$ cat config.mk
export PLATFORM = sky130hd
export DESIGN_NAME = mc_control
export DESIGN_NICKNAME = d
export VERILOG_FILES = /design/src/rtl/mc_pkg.sv /design/src/rtl/mc_watchdog.sv /design/src/rtl/mc_control.sv
export SDC_FILE = /design/constraint.sdc
export NUM_CORES = 1
export LEC_CHECK = 0
export ABC_AREA = 1
export CORE_MARGIN = 5
export CORE_UTILIZATION = 48
export CTS_CLUSTER_DIAMETER = 60
export CTS_CLUSTER_SIZE = 12
export DETAILED_ROUTE_END_ITERATION = 7
export GPL_TIMING_DRIVEN = 0
export PLACE_DENSITY = 0.78
export SLEW_MARGIN = 20
export SYNTH_ARGS = -nofsm -noshare
export SYNTH_HDL_FRONTEND = slang
export SYNTH_SLANG_ARGS = --single-unit
$ cat constraint.sdc
create_clock -name clk -period 2.2 [get_ports clk]
set_clock_uncertainty 0.15 [all_clocks]
set_input_delay 0.66 -clock clk [delete_from_list [all_inputs] [get_ports clk]]
set_output_delay 0.66 -clock clk [all_outputs]
set_load 0.1 [all_outputs]
$ cat src/rtl/mc_pkg.sv
// Shared types for the multi-cycle main control unit: state enum, opcodes, mux encodings.
// Latency: n/a (types and a pure decode function only).
// Backpressure: n/a.
// MC_CONTROL_IMM_EN adds the EXECUTEI and JAL states.
package mc_pkg;

  typedef enum logic [3:0] {
    S_FETCH    = 4'd0,
    S_DECODE   = 4'd1,
    S_MEMADR   = 4'd2,
    S_MEMREAD  = 4'd3,
    S_MEMWB    = 4'd4,
    S_MEMWRITE = 4'd5,
    S_EXECUTER = 4'd6,
    S_ALUWB    = 4'd7,
    S_BEQ      = 4'd8
`ifdef MC_CONTROL_IMM_EN
    ,
    S_EXECUTEI = 4'd9,
    S_JAL      = 4'd10
`endif
  } state_t;

  localparam logic [6:0] OP_RTYPE = 7'b0110011;
  localparam logic [6:0] OP_LW    = 7'b0000011;
  localparam logic [6:0] OP_SW    = 7'b0100011;
  localparam logic [6:0] OP_BEQ   = 7'b1100011;
  localparam logic [6:0] OP_IALU  = 7'b0010011;
  localparam logic [6:0] OP_JAL   = 7'b1101111;

  localparam logic [1:0] ALUOP_ADD   = 2'b00;
  localparam logic [1:0] ALUOP_SUB   = 2'b01;
  localparam logic [1:0] ALUOP_FUNCT = 2'b10;

  localparam logic [1:0] SRCA_PC    = 2'b00;
  localparam logic [1:0] SRCA_OLDPC = 2'b01;
  localparam logic [1:0] SRCA_RS1   = 2'b10;

  localparam logic [1:0] SRCB_RS2  = 2'b00;
  localparam logic [1:0] SRCB_IMM  = 2'b01;
  localparam logic [1:0] SRCB_FOUR = 2'b10;

  localparam logic [1:0] RES_ALUOUT = 2'b00;
  localparam logic [1:0] RES_DATA   = 2'b01;
  localparam logic [1:0] RES_ALU    = 2'b10;

  // State-only (Moore) control word.
  typedef struct packed {
    logic       memread;
    logic       memwrite;
    logic       adrsrc;
    logic       regwrite;
    logic       branch;
    logic       pcupdate;
    logic       done;
    logic [1:0] alusrca;
    logic [1:0] alusrcb;
    logic [1:0] aluop;
    logic [1:0] resultsrc;
  } ctrl_t;

  // Moore control word for a state; anything not set stays 0.
  function automatic ctrl_t state_ctrl(input state_t s);
    ctrl_t c;
    c = '0;
    case (s)
      S_FETCH: begin
        c.memread   = 1'b1;
        c.alusrca   = SRCA_PC;
        c.alusrcb   = SRCB_FOUR;
        c.aluop     = ALUOP_ADD;
        c.resultsrc = RES_ALU;
      end
      S_DECODE: begin
        c.alusrca = SRCA_OLDPC;
        c.alusrcb = SRCB_IMM;
      end
      S_MEMADR: begin
        c.alusrca = SRCA_RS1;
        c.alusrcb = SRCB_IMM;
      end
      S_MEMREAD: begin
        c.memread = 1'b1;
        c.adrsrc  = 1'b1;
      end
      S_MEMWB: begin
        c.resultsrc = RES_DATA;
        c.regwrite  = 1'b1;
        c.done      = 1'b1;
      end
      S_MEMWRITE: begin
        c.memwrite = 1'b1;
        c.adrsrc   = 1'b1;
      end
      S_EXECUTER: begin
        c.alusrca = SRCA_RS1;
        c.alusrcb = SRCB_RS2;
        c.aluop   = ALUOP_FUNCT;
      end
      S_ALUWB: begin
        c.resultsrc = RES_ALUOUT;
        c.regwrite  = 1'b1;
        c.done      = 1'b1;
      end
      S_BEQ: begin
        c.alusrca = SRCA_RS1;
        c.alusrcb = SRCB_RS2;
        c.aluop   = ALUOP_SUB;
        c.branch  = 1'b1;
        c.done    = 1'b1;
      end
`ifdef MC_CONTROL_IMM_EN
      S_EXECUTEI: begin
        c.alusrca = SRCA_RS1;
        c.alusrcb = SRCB_IMM;
        c.aluop   = ALUOP_FUNCT;
      end
      S_JAL: begin
        c.alusrca  = SRCA_OLDPC;
        c.alusrcb  = SRCB_FOUR;
        c.pcupdate = 1'b1;
      end
`endif
      default: c = '0;
    endcase
    return c;
  endfunction

endpackage

$ cat src/rtl/mc_watchdog.sv
// Saturating memory-wait counter; flags expiry on the last allowed wait cycle.
// Latency: expired is combinational on ready and the registered count.
// Backpressure: none; clear has priority over counting, MEM_WAIT_MAX = 0 never expires.
module mc_watchdog
  import mc_pkg::*;
#(
  parameter int MEM_WAIT_MAX = 15
) (
  input  logic clk,
  input  logic rst,
  input  logic active,
  input  logic ready,
  input  logic clear,
  output logic expired
);

  localparam int CW = (MEM_WAIT_MAX > 0) ? $clog2(MEM_WAIT_MAX + 1) : 1;
  localparam logic [CW-1:0] CNT_MAX = CW'(MEM_WAIT_MAX);
  localparam logic [CW-1:0] CNT_EXP = CW'(MEM_WAIT_MAX - 1);

  logic [CW-1:0] cnt;

  // Count unanswered wait cycles, stopping at MEM_WAIT_MAX rather than wrapping.
  always_ff @(posedge clk) begin
    if (rst || clear) begin
      cnt <= '0;
    end else if (active && !ready && (cnt != CNT_MAX)) begin
      cnt <= cnt + CW'(1);
    end
  end

  assign expired = (MEM_WAIT_MAX != 0) && active && !ready && (cnt == CNT_EXP);

endmodule

$ cat src/rtl/mc_control.sv
// Multi-cycle RISC-V main control FSM driving datapath selects and write enables.
// Latency: lw 5, sw/R/I/jal 4, beq 3 cycles with zero-wait memory; +1 per mem wait cycle.
// Backpressure: holds in FETCH/MEMREAD/MEMWRITE until mem_ready; watchdog aborts to FETCH.
// MC_CONTROL_IMM_EN enables I-ALU (EXECUTEI) and jal (JAL) support.
module mc_control
  import mc_pkg::*;
#(
  parameter int data_width   = 32,
  parameter int MEM_WAIT_MAX = 15
) (
  input  logic       clk,
  input  logic       rst,
  input  logic [6:0] op,
  input  logic       zero,
  input  logic       mem_ready,
  output logic       memread,
  output logic       memwrite,
  output logic       adrsrc,
  output logic       irwrite,
  output logic       pcwrite,
  output logic       regwrite,
  output logic [1:0] alusrca,
  output logic [1:0] alusrcb,
  output logic [1:0] aluop,
  output logic [1:0] resultsrc,
  output logic       branch,
  output logic       illegal,
  output logic       mem_err,
  output logic       instr_done
);

  // The datapath width does not affect sequencing; only reject nonsense values.
  if (data_width < 1) begin : g_bad_width
    $error("mc_control: data_width must be positive");
  end

  state_t state;
  state_t nxt;
  ctrl_t  ctrl_q;
  logic   op_bad;
  logic   wd_active;
  logic   wd_clear;
  logic   wd_exp;
  logic   run;
  logic   pcupdate;

  assign run       = !rst;
  assign wd_active = (state == S_FETCH) || (state == S_MEMREAD) || (state == S_MEMWRITE);
  // Restart the wait count on every state change, after an expiry, and outside wait states.
  assign wd_clear  = (nxt != state) || wd_exp || !wd_active;

  mc_watchdog #(
    .MEM_WAIT_MAX(MEM_WAIT_MAX)
  ) u_watchdog (
    .clk    (clk),
    .rst    (rst),
    .active (wd_active),
    .ready  (mem_ready),
    .clear  (wd_clear),
    .expired(wd_exp)
  );

  // Next-state selection; also flags an unsupported opcode seen in DECODE.
  always_comb begin
    nxt    = state;
    op_bad = 1'b0;
    case (state)
      S_FETCH: begin
        // On expiry the state simply stays FETCH; the watchdog clear restarts the wait.
        if (mem_ready) nxt = S_DECODE;
      end
      S_DECODE: begin
        case (op)
          OP_LW, OP_SW: nxt = S_MEMADR;
          OP_RTYPE:     nxt = S_EXECUTER;
          OP_BEQ:       nxt = S_BEQ;
`ifdef MC_CONTROL_IMM_EN
          OP_IALU:      nxt = S_EXECUTEI;
          OP_JAL:       nxt = S_JAL;
`endif
          default: begin
            nxt    = S_FETCH;
            op_bad = 1'b1;
          end
        endcase
      end
      S_MEMADR:   nxt = (op == OP_LW) ? S_MEMREAD : S_MEMWRITE;
      S_MEMREAD: begin
        if (mem_ready)   nxt = S_MEMWB;
        else if (wd_exp) nxt = S_FETCH;
      end
      S_MEMWB:    nxt = S_FETCH;
      S_MEMWRITE: begin
        if (mem_ready || wd_exp) nxt = S_FETCH;
      end
      S_EXECUTER: nxt = S_ALUWB;
      S_ALUWB:    nxt = S_FETCH;
      S_BEQ:      nxt = S_FETCH;
`ifdef MC_CONTROL_IMM_EN
      S_EXECUTEI: nxt = S_ALUWB;
      S_JAL:      nxt = S_ALUWB;
`endif
      default:    nxt = S_FETCH;
    endcase
  end

  // State register with the Moore control word registered alongside it.
  always_ff @(posedge clk) begin
    if (rst) begin
      state  <= S_FETCH;
      ctrl_q <= state_ctrl(S_FETCH);
    end else begin
      state  <= nxt;
      ctrl_q <= state_ctrl(nxt);
    end
  end

  // Reset gates every output so an aborted instruction issues no partial writes.
  assign pcupdate   = ctrl_q.pcupdate || ((state == S_FETCH) && mem_ready);
  assign memread    = run && ctrl_q.memread;
  assign memwrite   = run && ctrl_q.memwrite;
  assign adrsrc     = run && ctrl_q.adrsrc;
  assign regwrite   = run && ctrl_q.regwrite;
  assign branch     = run && ctrl_q.branch;
  assign alusrca    = run ? ctrl_q.alusrca   : 2'b00;
  assign alusrcb    = run ? ctrl_q.alusrcb   : 2'b00;
  assign aluop      = run ? ctrl_q.aluop     : 2'b00;
  assign resultsrc  = run ? ctrl_q.resultsrc : 2'b00;
  assign irwrite    = run && (state == S_FETCH) && mem_ready;
  assign pcwrite    = run && (pcupdate || (ctrl_q.branch && zero));
  assign illegal    = run && op_bad;
  assign mem_err    = run && wd_exp;
  assign instr_done = run && (ctrl_q.done || ((state == S_MEMWRITE) && mem_ready));

endmodule

==> impl_metrics.toml <==
[outcome]
status = "finished, violations left"
violations = "negative setup slack"

[timing]
rsz0062_at_grt = "true"
min_period_over_period_pct = 107
slew_headroom_pct = 79.3
tightest_slew_ns = 0.308
fin_crit_ns = 2.35
slew_viol_final = 0
finalSetupViolCount = 5
finalHoldViolCount = 0
worst_slack_ns = -0.149
max_clock_freq_ghz = 0.426

[cts]
cts_tree = "done"
ctsLongestPathBuffers = 2
numCtsBuffers = 3
path_clk_slew_ns = 0.11
worstSkewPairLatency_ns = 0.30
clock_sinks = 21
cts.htree.levels = 1
cts_root_buf = "clkbuf_4"

[cells_and_area]
area_growth_pct = 69.3
drive_gt1_share_pct = 50.9
num-nets-final = 238
multi_input_area_um2 = 810
final_common_cell = "inv_1"
regArea_um2 = 435
n_antenna_cell = 0
fillers = 124
layout.cells.non_filler = 252
final_cell_mix = "30 x inv_1, 21 x nand2_1, 20 x nor2_1"

[drt]
wire_per_inst_um = 14.8
ant_nets = 0
drt_wl_total_mm = 3.72
dr.pass1.iters = 4
drc = 0
num_vias = 1353
highest_layer = "met4"
viasPerCell = 5.37
wl_met3_um = 285
met1_length_mm = 1.32
route.met2.wl_mm = 1.92
drt_iter0_drc = 48

[global_route]
grt_pass1_wl_mm = 5.38
grt_pass1_vias = 1290
gr-total-overflow = 0
grt_usage_pct = 20.0
antenna_found_initial = 0
grt_max_degree = 12

[synth]
synthCells = 178
synth_seq_cells = 21
syn-num-nets = 191
syn_area_um2 = 1150
synth_cell_type_count = 23
avgSynthCellArea_um2 = 6.48
yosys_warnings = 0
seq_area_frac_synth_pct = 36.4

[placement]
port-buffer-count = 27
place_inst = 233
dp_hpwl_mm = 2.09
gp_congestion = 0.881

[critical_path]
cp-endpoint = "mem_err"
startpoint_type = "register"
worst_r2r_path_depth = 10
r2r-start = "state[2]"
worstPathRequired_ns = 1.39
endpoint_kind = "primary output"
cp-startpoint = "state[2]"
worst-r2r-setup-slack_ns = 0.39
r2r-end = "u_watchdog.cnt[0]"
arrival_ns = 1.54
crit_fanout = 4
path_class = "reg2out"

[flow_run]
drv_cap = 0

[power_and_ir_drop]
p_per_area_nw_per_um2 = 407
total_power_uw = 795
leakagePower_uw = 0.000859
irDropWorstVdd_mv = 0.331

[die]
initial_core_util_pct = 51.2
die_x_um = 59.0
die_h_um = 59.0
io_pins = 29
coreArea_um2 = 2250
placementRows = 17
dieArea_um2 = 3480

[min_path]
hp-class = "in2reg"
sequential cells by signal, summed over array words and instances, names as in the netlist:
register,count
u_watchdog.cnt,4
ctrl_q,13
state,4
logic make-up after synthesis:
kind of cell	Yosys count	synth area share (%)
DFF	21	36.4
xor gates and xnor gates	2	1.52
adders and majority gates	2	2.17
and+or+nand+nor	101	40.8
buffers and inverters	42	14.0
AOI/OAI and AO/OA	10	5.10
worst min path at each step:
| stage | from | endpoint | slack [ns] | depth (start not counted) |
|---|---|---|---|---|
| 5_1_grt | rst | state[3] | 0.40 | 2 |
| 6_report | rst | state[3] | 0.41 | 2 |
| 3_3_place_gp | u_watchdog.cnt[3] | u_watchdog.cnt[3] | 0.41 | 4 |
| 2_1_floorplan | u_watchdog.cnt[3] | u_watchdog.cnt[3] | 0.38 | 4 |
| 4_1_cts | rst | state[2] | 0.42 | 2 |
| 3_5_place_dp | u_watchdog.cnt[3] | u_watchdog.cnt[3] | 0.42 | 4 |
area by class of cell:
type | count | area share, %
plain buffers | 4 | 3.84
clock buffers | 4 | 1.35
inverters | 38 | 7.50
multi-input cells | 115 | 41.4
flip-flops and latches | 21 | 22.3
well taps | 28 | 1.79
repair buffers | 42 | 21.8
cells in the mapped netlist:
cell type   n  area share [%]
nor3_2      1            0.87
o21ai_2     1            0.76
nand4_1     2             1.1
o211ai_1    1            0.65
o21a_1      1            0.65
inv_2       1            0.33
nor3_1      2            0.87
o21ai_0     2            0.87
clkbuf_1    3            0.98
buf_4       1            0.65
nand3_1    10             4.3
nand2_1    32              10
or2_2       1            0.54
inv_1      37              12
nand3_2     6             5.2
nand2_2     4             2.2
xor2_1      1            0.76
xnor2_1     1            0.76
ha_1        2             2.2
nor2_1     37              12
a21oi_1     5             2.2
dfxtp_1    21              36
nor2_2      6             3.3
worst max-delay path: stages (launching register included):
cell     delay (ns)
dfxtp_4        0.40
inv_1          0.07
nor2_1         0.16
nand2_2        0.14
nand3_4        0.10
nand3_4        0.08
nor2_4         0.11
buf_12         0.18
stage by stage:
stage / util, % / setup WS, ns / setup TNS, ns / hold slack [ns] / instance area [um2]
after floorplan: - / -0.459 / -3.52 / 0.382 / 1330
after global placement: 72.6 / -1.47 / -19.03 / 0.407 / 1640
after detailed placement: 72.6 / -1.48 / -19.64 / 0.419 / 1640
after CTS: 82.2 / -0.107 / -0.302 / 0.417 / 1850
after global routing: 86.6 / -0.194 / -0.856 / 0.397 / 1950
final: 86.6 / -0.149 / -0.526 / 0.406 / 1950
routing by layer:
metal	vias up	global-route usage, %
met2	77	39.0
met4	0	8.41
li1	628	-
met3	24	3.70
met1	624	20.4
met5	-	0
report_power, final:
part	switching (uW)	total, uW	internal, uW
logic	144	218	73.9
clock network	116	186	70.8
registers	4.64	391	386
total	264	795	531
timing repair:
action,CTS,global route
setup endpoints to repair,18,18
buffers inserted,9,6
hold buffers,0,0
gates resized for setup,181,21
pin swaps,12,7
No activity file was read; power rests on OpenSTA's default activity.
